<file path="config.mk">
export PLATFORM = sky130hd
export DESIGN_NAME = decoder3x8_pulse
export DESIGN_NICKNAME = d
export VERILOG_FILES = /design/src/rtl/decoder3x8_pulse.sv
export SDC_FILE = /design/constraint.sdc
export NUM_CORES = 1
export LEC_CHECK = 0
export BUFFER_PORTS_ARGS = -buffer_cell sky130_fd_sc_hd__buf_2
export CAP_MARGIN = 20
export CORE_MARGIN = 5
export CORE_UTILIZATION = 45
export DETAILED_ROUTE_END_ITERATION = 8
export GPL_TIMING_DRIVEN = 1
export PLACE_DENSITY = 0.69
export SYNTH_ARGS = -nofsm -noshare
export SYNTH_HDL_FRONTEND = slang
export SYNTH_SLANG_ARGS = --single-unit
</file>
<file path="constraint.sdc">
create_clock -name clk -period 1.52 [get_ports clk]
set_input_delay 0.076 -clock clk [delete_from_list [all_inputs] [get_ports clk]]
set_output_delay 0.076 -clock clk [all_outputs]
set_load 0.005 [all_outputs]
</file>
<file path="src/rtl/decoder3x8_pulse.sv">
// ---------------------------------------------------------------------------
// decoder3x8_pulse : 3-to-8 decoder driving a timed one-hot strobe with handshake
// Revision: 1.0
// ---------------------------------------------------------------------------
`default_nettype none

module decoder3x8_pulse #(
  parameter int PULSE_LEN = 1,
  parameter int GAP_LEN   = 0,
  parameter int CNT_W     = 4
) (
  input  logic       clk,
  input  logic       rst_n,
  input  logic [2:0] in,
  input  logic       in_valid,
  output logic       in_ready,
  output logic [7:0] out,
  output logic       out_valid,
  output logic       done,
  output logic [7:0] accept_cnt
);

  typedef enum logic [1:0] {
    IDLE  = 2'd0,
    DRIVE = 2'd1,
    GAP   = 2'd2
  } state_t;

  // Counters are loaded with length-1 so a zero count marks the final cycle.
  localparam logic [CNT_W-1:0] C_PULSE_LOAD = CNT_W'(PULSE_LEN - 1);
  localparam logic [CNT_W-1:0] C_GAP_LOAD   = CNT_W'((GAP_LEN > 0) ? (GAP_LEN - 1) : 0);
  localparam logic [CNT_W-1:0] C_CNT_ONE    = CNT_W'(1);
  localparam logic [CNT_W-1:0] C_CNT_ZERO   = '0;

  state_t           state_q, state_d;
  logic [CNT_W-1:0] counter_q, counter_d;
  logic [7:0]       out_q, out_d;
  logic             out_valid_q, out_valid_d;
  logic             done_q, done_d;
  logic [7:0]       accept_cnt_q, accept_cnt_d;

  always_comb begin
    state_d      = state_q;
    counter_d    = counter_q;
    out_d        = out_q;
    out_valid_d  = out_valid_q;
    done_d       = 1'b0;
    accept_cnt_d = accept_cnt_q;
    case (state_q)
      IDLE: begin
        if (in_valid) begin
          out_d        = 8'b0000_0001 << in;
          out_valid_d  = 1'b1;
          counter_d    = C_PULSE_LOAD;
          accept_cnt_d = accept_cnt_q + 8'd1;
          state_d      = DRIVE;
        end
      end
      DRIVE: begin
        if (counter_q != C_CNT_ZERO) begin
          counter_d = counter_q - C_CNT_ONE;
        end else begin
          out_d       = 8'h00;
          out_valid_d = 1'b0;
          done_d      = 1'b1;
          if (GAP_LEN > 0) begin
            counter_d = C_GAP_LOAD;
            state_d   = GAP;
          end else begin
            state_d   = IDLE;
          end
        end
      end
      GAP: begin
        if (counter_q != C_CNT_ZERO) begin
          counter_d = counter_q - C_CNT_ONE;
        end else begin
          state_d = IDLE;
        end
      end
      default: begin
        state_d     = IDLE;
        out_d       = 8'h00;
        out_valid_d = 1'b0;
        counter_d   = C_CNT_ZERO;
      end
    endcase
  end

  always_ff @(posedge clk or negedge rst_n) begin
    if (!rst_n) begin
      state_q      <= IDLE;
      counter_q    <= C_CNT_ZERO;
      out_q        <= 8'h00;
      out_valid_q  <= 1'b0;
      done_q       <= 1'b0;
      accept_cnt_q <= 8'h00;
    end else begin
      state_q      <= state_d;
      counter_q    <= counter_d;
      out_q        <= out_d;
      out_valid_q  <= out_valid_d;
      done_q       <= done_d;
      accept_cnt_q <= accept_cnt_d;
    end
  end

  assign in_ready   = (state_q == IDLE);
  assign out        = out_q;
  assign out_valid  = out_valid_q;
  assign done       = done_q;
  assign accept_cnt = accept_cnt_q;

endmodule

`default_nettype wire

</file>
==> flow_summary.ini, run 1 <==
[status]
status = finished clean

[drt]
wl_met1_um = 827
dr_wl_met3_um = 115
drcViolationCount = 0
wl_um = 1778
vias = 711
top_layer_used = met4
vias_per_cell = 5.079
wl_per_cell_um = 12.70
drt_iter0_drc = 11
detail-route-antenna-nets = 0
wl_met2_um = 820
dr.pass1.iters = 4

[timing]
slew_violations = 0
rsz0062_at_grt = false
relSlewSlack_pct = 68.30
worst_pin_slew_ns = 0.4755
worst_slack_ns = 0.1797
tns_ns = 0
fmax_mhz = 746.1
finalClockSkew_ns = 0.002150
whs_ns = 0.09350
setup_viol = 0
finalHoldViolCount = 0
min_period_over_period_pct = 88.18
finalCriticalPeriod_ns = 1.340

[pwr]
p_clk_share_pct = 18.1
pwr-share-comb_pct = 23.0
power.density_nw_per_um2 = 1146
p_int_uw = 933.6
seq_power_share_pct = 58.8
ir_worst_vdd_mv = 0.6362
leakagePower_nw = 0.5932
switching_share_pct = 31.08
p_switching_uw = 421.0

[worst_setup_path]
cp_max_fo = 8
timing.rr.start = counter_q[0]
cp_slowest_stage_delay_ns = 0.42
crit_required_ns = 1.71
worstSetupPathType = reg -> reg
cp.arrival_ns = 1.53
crit_start = counter_q[0]
start_kind = register
cp_cell_sequence = inv_1 > ha_1 > and4bb_1 > nor2_4 > a22o_1
crit_path_end_kind = register
cp_slowest_cell = dfrtp_1

[floorplan]
die_area_um2 = 3234
io_pins = 25
die_x_um = 56.87
placementRows = 17
start_util_pct = 46.01
core_region_area_um2 = 2148
die_h_um = 56.87

[synthesis]
ys_seq_area_share_pct = 55.70
synth_ff_type = dfrtp_1
netlist_instances = 83
yosys_register_bits = 22
synth_area_um2 = 988.4
synth_warnings = 0
ys_types = 28
async_flop_share_pct = 100.0
syn_area_per_cell_um2 = 11.91
syn_nets = 92
synth_edf_count = 0

[placement]
dp_hpwl_um = 1386
routabilityCongestion = 0.8515
placed_area_um2 = 1140
io_buffers = 24
preCtsSetupSlack_ns = 0.1930

[final_layout]
areaGrowthSynthToFinish_pct = 19.62
fin_area_um2 = 1182
most-common-layout-cells = 24 x buf_2, 22 x dfrtp_1, 10 x nand2_1, 6 x a22o_1, 5 x xnor2_1
num-nets-final = 123
diodes = 0
drive_gt1_share_pct = 30.36
final_common_cell = buf_2

[grt]
grt_pass1_wl_um = 3084
grt_use_total_pct = 12.15
antenna_found_initial = 0
grt.overflow.total = 0
grt_pass1_vias = 683
grt_max_degree = 23

[cts]
cts_tree = built
root_buffer = clkbuf_4
postCtsSetupRepairBufs = 0
cts_buffers = 3
clk_latency_ns = 0.29
cts.clk_slew.worst_paths_ns = 0.11
cts_buffer_depth = 2
cts-htree-levels = 1
cts_sinks = 22

[flow_run]
maxCapViolCount = 0

[min_path]
hold_path.class = in -> reg
worstHoldStart = in[0]
-- cell usage after synthesis (2+ instances only) --
master / n / area [µm²]
ha_1: 3 / 37.54
xnor2_1: 5 / 43.79
nand2_1: 10 / 37.54
dfrtp_1: 22 / 550.5
xor2_1: 2 / 17.52
mux2i_1: 2 / 20.02
a22o_1: 6 / 52.55
nand2b_1: 2 / 12.51
nand4_1: 3 / 18.77
nor3_2: 2 / 20.02
inv_1: 4 / 15.01
a32o_1: 2 / 20.02
nor2_1: 2 / 7.510
nor2b_1: 4 / 25.02
-- sequential cells by signal (all words and copies together) (netlist names) --
signal      count
accept_cnt      8
counter_q       4
done            1
out             8
out_valid       1
-- critical path: cells and delay by family (launching register included) --
kind                     cells  cell delay, ns
flip-flops                   1            0.42
AO/OA/AOI/OAI                1            0.23
adder cells (fa/ha/maj)      1            0.16
AND/OR/NAND/NOR              2            0.34
buffers and inverters        1            0.09
-- final timing paths --
kind	endpoint	slack (ns)	cells past startpoint
max	out[4]	0.18	5
min	out[7]	0.09	2
max reg2reg	out[4]	0.18	5
min reg2reg	accept_cnt[7]	0.48	1
max in group asynchronous	out[7]	0.94	2
min in group asynchronous	accept_cnt[6]	0.26	2
-- what timing repair did --
item / 4_1_cts / 5_1_grt
endpoints found under the hold margin: 23 / 0
hold buffers: 2 / 0
gates resized for setup: 0 / 0
-- metrics by stage --
step | utilization, % | cells | total power [mW]
after floorplan | - | 83 | 0.9578
after global placement | 53.06 | 135 | 1.107
after detailed placement | 53.06 | 135 | 1.124
after CTS | 55.04 | 140 | 1.375
after global routing | 55.04 | 140 | 1.454
final | 55.04 | 140 | 1.355
-- layout make-up --
| class | instances | area [µm²] |
|---|---|---|
| clock buffer | 3 | 22.52 |
| fill | 196 | 965.9 |
| inverter | 4 | 15.01 |
| multi-input combinational | 56 | 411.6 |
| sequential | 22 | 550.5 |
| tap | 28 | 35.03 |
| timing repair buffer | 27 | 147.6 |
-- routing by layer --
metal	vias to the layer above	track usage [%]
li1	350	-
met1	340	17.66
met2	19	16.83
met3	2	3.448
met4	0	4.967
met5	-	0
-- power groups by stage --
stage / registers, mW / clock network, mW / logic [mW]
2_1_floorplan: 0.799 / 0 / 0.159
3_3_place_gp: 0.802 / 0 / 0.305
3_5_place_dp: 0.807 / 0 / 0.317
4_1_cts: 0.796 / 0.257 / 0.322
5_1_grt: 0.811 / 0.285 / 0.358
6_report: 0.797 / 0.245 / 0.312
-- logic make-up (layout without fill, tap and decap cells) --
logic type,Yosys count,in the layout,share of synthesized area [%]
flip-flops,22,22,55.70
adder cells (fa/ha/maj),3,3,3.798
XOR/XNOR,7,7,6.203
AO/OA/AOI/OAI,13,13,10.76
buffers and inverters,5,34,2.658
AND/OR/NAND/NOR,31,31,18.86
multiplexers,2,2,2.025
Power figures use the tool's default switching activity.
==> run 2, diff against run 1 <==
--- a/config.mk
+++ b/config.mk
@@ -12,6 +12,7 @@
 export DETAILED_ROUTE_END_ITERATION = 8
 export GPL_TIMING_DRIVEN = 1
 export PLACE_DENSITY = 0.69
+export RECOVER_POWER = 50
 export SYNTH_ARGS = -nofsm -noshare
 export SYNTH_HDL_FRONTEND = slang
 export SYNTH_SLANG_ARGS = --single-unit
==> flow_summary.ini, run 2 (synthesis results as in run 1) <==
[cts]
cts.clk_slew.worst_paths_ns = 0.11
cts_sinks = 22
cts-htree-levels = 1
root_buffer = clkbuf_4
cts_buffer_depth = 2
clk_latency_ns = 0.29
cts_tree = built
cts_buffers = 3
postCtsSetupRepairBufs = 0

[placement]
routabilityCongestion = 0.8515
placed_cells = 135
io_buffers = 24
dp_hpwl_um = 1386
preCtsSetupSlack_ns = 0.1930

[drt]
detail-route-antenna-nets = 0
drcViolationCount = 0
dr.pass1.iters = 4
wl_per_cell_um = 12.71
drt_iter0_drc = 16
vias = 711
wl_um = 1780
vias_per_cell = 5.079

[worst_setup_path]
cp_top_family = flip-flops
rr_worst_depth = 5
critPathBufInv = 1
path_depth = 5
cp.arrival_ns = 1.53
cp_max_fo = 8
timing.rr.start = counter_q[0]
worstSetupPathType = reg -> reg
rrSetupSlack_ns = 0.18
crit_required_ns = 1.71
start_kind = register
timing.rr.end = out[4]
crit_path_end_kind = register
cp_slowest_stage_delay_ns = 0.42
crit_start = counter_q[0]
cp_slowest_cell = dfrtp_1
cp_cell_sequence = inv_1 > ha_1 > and4bb_1 > nor2_4 > a22o_1

[grt]
antenna_found_initial = 0
grt.overflow.total = 0
grt_max_degree = 23
grt_use_total_pct = 12.15
grt_pass1_wl_um = 3084
grt_pass1_vias = 683

[floorplan]
die_area_um2 = 3234
placementRows = 17
core_region_area_um2 = 2148
die_x_um = 56.87
io_pins = 25
die_h_um = 56.87
start_util_pct = 46.01

[final_layout]
num-nets-final = 123
fin_cells = 140
areaGrowthSynthToFinish_pct = 19.24
drive_gt1_share_pct = 27.68
most-common-layout-cells = 22 x dfrtp_1, 21 x buf_2, 10 x nand2_1, 6 x a22o_1, 5 x xnor2_1
finalCoreUtilization_pct = 54.86
diodes = 0
final_common_cell = dfrtp_1

[timing]
min_period_over_period_pct = 88.18
rsz0062_at_grt = false
slew_violations = 0
finalHoldViolCount = 0
worst_slack_ns = 0.1797
relSlewSlack_pct = 24.07
worst_pin_slew_ns = 1.139
fmax_mhz = 746.1
finalCriticalPeriod_ns = 1.340
tns_ns = 0
setup_viol = 0
finalClockSkew_ns = 0.002175

[pwr]
total_power_mw = 1.353
leakagePower_nw = 0.5829
power.density_nw_per_um2 = 1148
ir_worst_vdd_mv = 0.6352

[min_path]
whs_endpoint = out[7]
hold_path.class = in -> reg
worstHoldStart = in[0]
hold_path_depth = 2

[status]
status = finished clean

[flow_run]
maxCapViolCount = 0
-- run 2: area by class of cell --
cell class | count | area, µm²
inverter | 4 | 15.01
sequential | 22 | 550.5
timing repair buffer | 27 | 143.9
clock buffer | 3 | 22.52
fill | 197 | 969.7
tap | 28 | 35.03
multi-input combinational | 56 | 411.6
-- run 2: repair_timing --
action                                 CTS  global route
endpoints found under the hold margin   23             0
resized for setup                        0             0
setup endpoints to repair                0             0
hold buffers                             2             0
-- run 2: worst max path at each step --
stage / slack, ns / end
4_1_cts: 0.17 / out[4]
6_report: 0.18 / out[4]
3_5_place_dp: 0.19 / out[4]
5_1_grt: 0.07 / counter_q[2]
2_1_floorplan: 0.27 / out[4]
3_3_place_gp: 0.23 / out[6]
-- run 2: metal layers --
layer	track usage, %	up-vias	wire [µm]
li1	-	350	-
met2	16.83	14	825
met3	3.448	2	99
met1	17.66	345	840
met4	4.967	0	14
met5	0	-	0
-- run 2: power by group --
group / internal [mW] / switching, mW
logic: 0.160 / 0.151
registers: 0.680 / 0.116
clock network: 0.0920 / 0.153
-- run 2: per-stage QoR --
| step | instance area (µm²) | hold slack (ns) |
|---|---|---|
| floorplan | 988.4 | -0.2196 |
| finish | 1179 | 0.09351 |
| CTS | 1182 | 0.08604 |
| global route | 1179 | 0.09558 |
| detailed placement | 1140 | 0.06222 |
| global placement | 1140 | 0.05812 |
==> run 3, diff against run 2 <==
--- a/config.mk
+++ b/config.mk
@@ -5,6 +5,7 @@
 export SDC_FILE = /design/constraint.sdc
 export NUM_CORES = 1
 export LEC_CHECK = 0
+export ABC_AREA = 1
 export BUFFER_PORTS_ARGS = -buffer_cell sky130_fd_sc_hd__buf_2
 export CAP_MARGIN = 20
 export CORE_MARGIN = 5
==> flow_summary.ini, run 3 <==
[final_layout]
fill_cells = 195
final_common_cell = nand2_1
drive_gt1_share_pct = 22.30
diodes = 0
num-nets-final = 149
most-common-layout-cells = 29 x nand2_1, 22 x dfrtp_1, 18 x buf_2, 13 x nand3_1, 11 x inv_1
areaGrowthSynthToFinish_pct = 19.34

[grt]
grt_use_total_pct = 13.87
grt_pass1_vias = 825
grt_pass1_wl_um = 3636
grt.overflow.total = 0
grt_max_degree = 23
antenna_found_initial = 0

[floorplan]
core_region_area_um2 = 2191
placementRows = 17
die_area_um2 = 3341
die_x_um = 57.81
die_h_um = 57.81
start_util_pct = 46.94
io_pins = 25

[timing]
whs_ns = 0.03595
setup_viol = 0
finalCriticalPeriod_ns = 1.326
finalClockSkew_ns = 0.007932
relSlewSlack_pct = 22.24
fmax_mhz = 753.9
min_period_over_period_pct = 87.26
finalHoldViolCount = 0
rsz0062_at_grt = false
slew_violations = 0
worst_pin_slew_ns = 1.166
tns_ns = 0

[drt]
vias = 828
drt_iter0_drc = 11
wl_um = 2016
vias_per_cell = 4.958
drcViolationCount = 0
dr.pass1.iters = 4
detail-route-antenna-nets = 0
wl_per_cell_um = 12.07

[synthesis]
yosys_register_bits = 22
async_flop_share_pct = 100.0
synth_area_um2 = 1028
syn_nets = 120
netlist_instances = 111
synthTopCellsByArea = dfrtp_1 54%, nand2_1 11%, nand3_1 6.3%
yosys.cell_count.top_type = nand2_1
yosysTopAreaCell = dfrtp_1
synth_warnings = 0
netlist.area_leader.share_pct = 53.53
syn_area_per_cell_um2 = 9.266
ys_seq_area_share_pct = 53.53
ys_types = 21
synth_common_cells = 29 x nand2_1, 22 x dfrtp_1, 13 x nand3_1
synth_edf_count = 0
synth_ff_type = dfrtp_1

[worst_setup_path]
cp_max_fo = 7
worstSetupPathType = reg -> reg
cp.arrival_ns = 1.57
timing.rr.start = counter_q[0]
crit_start = counter_q[0]
start_kind = register
crit_path_end_kind = register
crit_required_ns = 1.77

[status]
status = finished clean

[pwr]
power.density_nw_per_um2 = 1280
ir_worst_vdd_mv = 0.9181
leakagePower_nw = 0.6470

[cts]
root_buffer = clkbuf_4
cts_tree = built
clk_latency_ns = 0.31
cts_buffer_depth = 2
cts.clk_slew.worst_paths_ns = 0.13
cts-htree-levels = 1
postCtsSetupRepairBufs = 0
cts_sinks = 22
cts_buffers = 3

[flow_run]
maxCapViolCount = 0

[min_path]
hold_path.class = in -> reg
worstHoldStart = in[0]

[placement]
io_buffers = 24
dp_hpwl_um = 1570
routabilityCongestion = 0.8109
[run 3: cell count changes after synthesis, moves of 3 or more]
| cell | delta |
|---|---|
| nand2_1 | +19 |
| inv_2 | +3 |
| a22o_1 | -6 |
| nor2b_1 | -4 |
| xnor2_1 | -3 |
| nand3_1 | +12 |
| inv_1 | +7 |
| o21ai_1 | +10 |
[run 3: area by class of cell]
class	instances	area [µm²]	area share (%)
Clock inverter	1	30.03	2.446
Sequential cell	22	550.5	44.85
Timing Repair Buffer	25	122.6	9.990
Tap cell	28	35.03	2.854
Clock buffer	3	22.52	1.835
Multi-Input combinational cell	74	414.1	33.74
Inverter	14	52.55	4.281
[run 3: power breakdown]
group | switching [mW] | total, mW | internal [mW]
combinational | 0.191 | 0.346 | 0.155
clock | 0.186 | 0.453 | 0.267
sequential | 0.0947 | 0.773 | 0.678
[run 3: what timing repair did]
action,4_1_cts,5_1_grt
hold buffers,1,0
resized for setup,0,0
hold endpoints to repair,22,0
[run 3: path summary, 6_finish.rpt]
kind | cells past startpoint | slack [ns] | endpoint
worst max-delay path | 6 | 0.19 | counter_q[1]
worst min-delay path | 3 | 0.04 | out[7]
worst max register to register | 6 | 0.19 | counter_q[1]
worst min register to register | 1 | 0.49 | counter_q[0]
max in group asynchronous | 2 | 0.33 | out[5]
min in group asynchronous | 2 | 0.50 | accept_cnt[4]
[run 3: worst max-delay path, cell delays in order, from the launching register on]
cell	delay (ns)
dfrtp_1	0.42
inv_1	0.13
ha_1	0.20
nand3_1	0.08
nand2_1	0.18
nand2_1	0.13
o22ai_1	0.12
[run 3: through the flow]
| stage | instances | util (%) | total power [mW] | instance area, µm² | worst slack [ns] |
|---|---|---|---|---|---|
| floorplan | 111 | - | 0.9813 | 1028 | 0.3758 |
| global placement | 162 | 53.51 | 1.127 | 1172 | 0.2712 |
| detailed placement | 162 | 53.51 | 1.141 | 1172 | 0.2314 |
| CTS | 167 | 56.37 | 1.593 | 1235 | 0.1975 |
| global route | 167 | 56.03 | 1.686 | 1227 | 0.05307 |
| finish | 167 | 56.03 | 1.571 | 1227 | 0.1936 |
[run 3: cells by family (layout without fill, tap and decap cells)]
| kind of cell | after synthesis | in the layout | share of synthesized area, % |
|---|---|---|---|
| compound gates | 13 | 13 | 6.569 |
| buf+inv | 15 | 43 | 6.204 |
| simple gates | 53 | 53 | 25.79 |
| xor+xnor | 5 | 5 | 4.259 |
| flops | 22 | 22 | 53.53 |
| fa+ha+maj | 3 | 3 | 3.650 |
[run 3: per-layer routing]
layer	global-route usage [%]	up-vias	wire length, µm
met2	21.29	18	964
met3	3.341	4	140
met5	0	-	0
met4	7.947	0	48
li1	-	415	-
met1	17.79	391	862
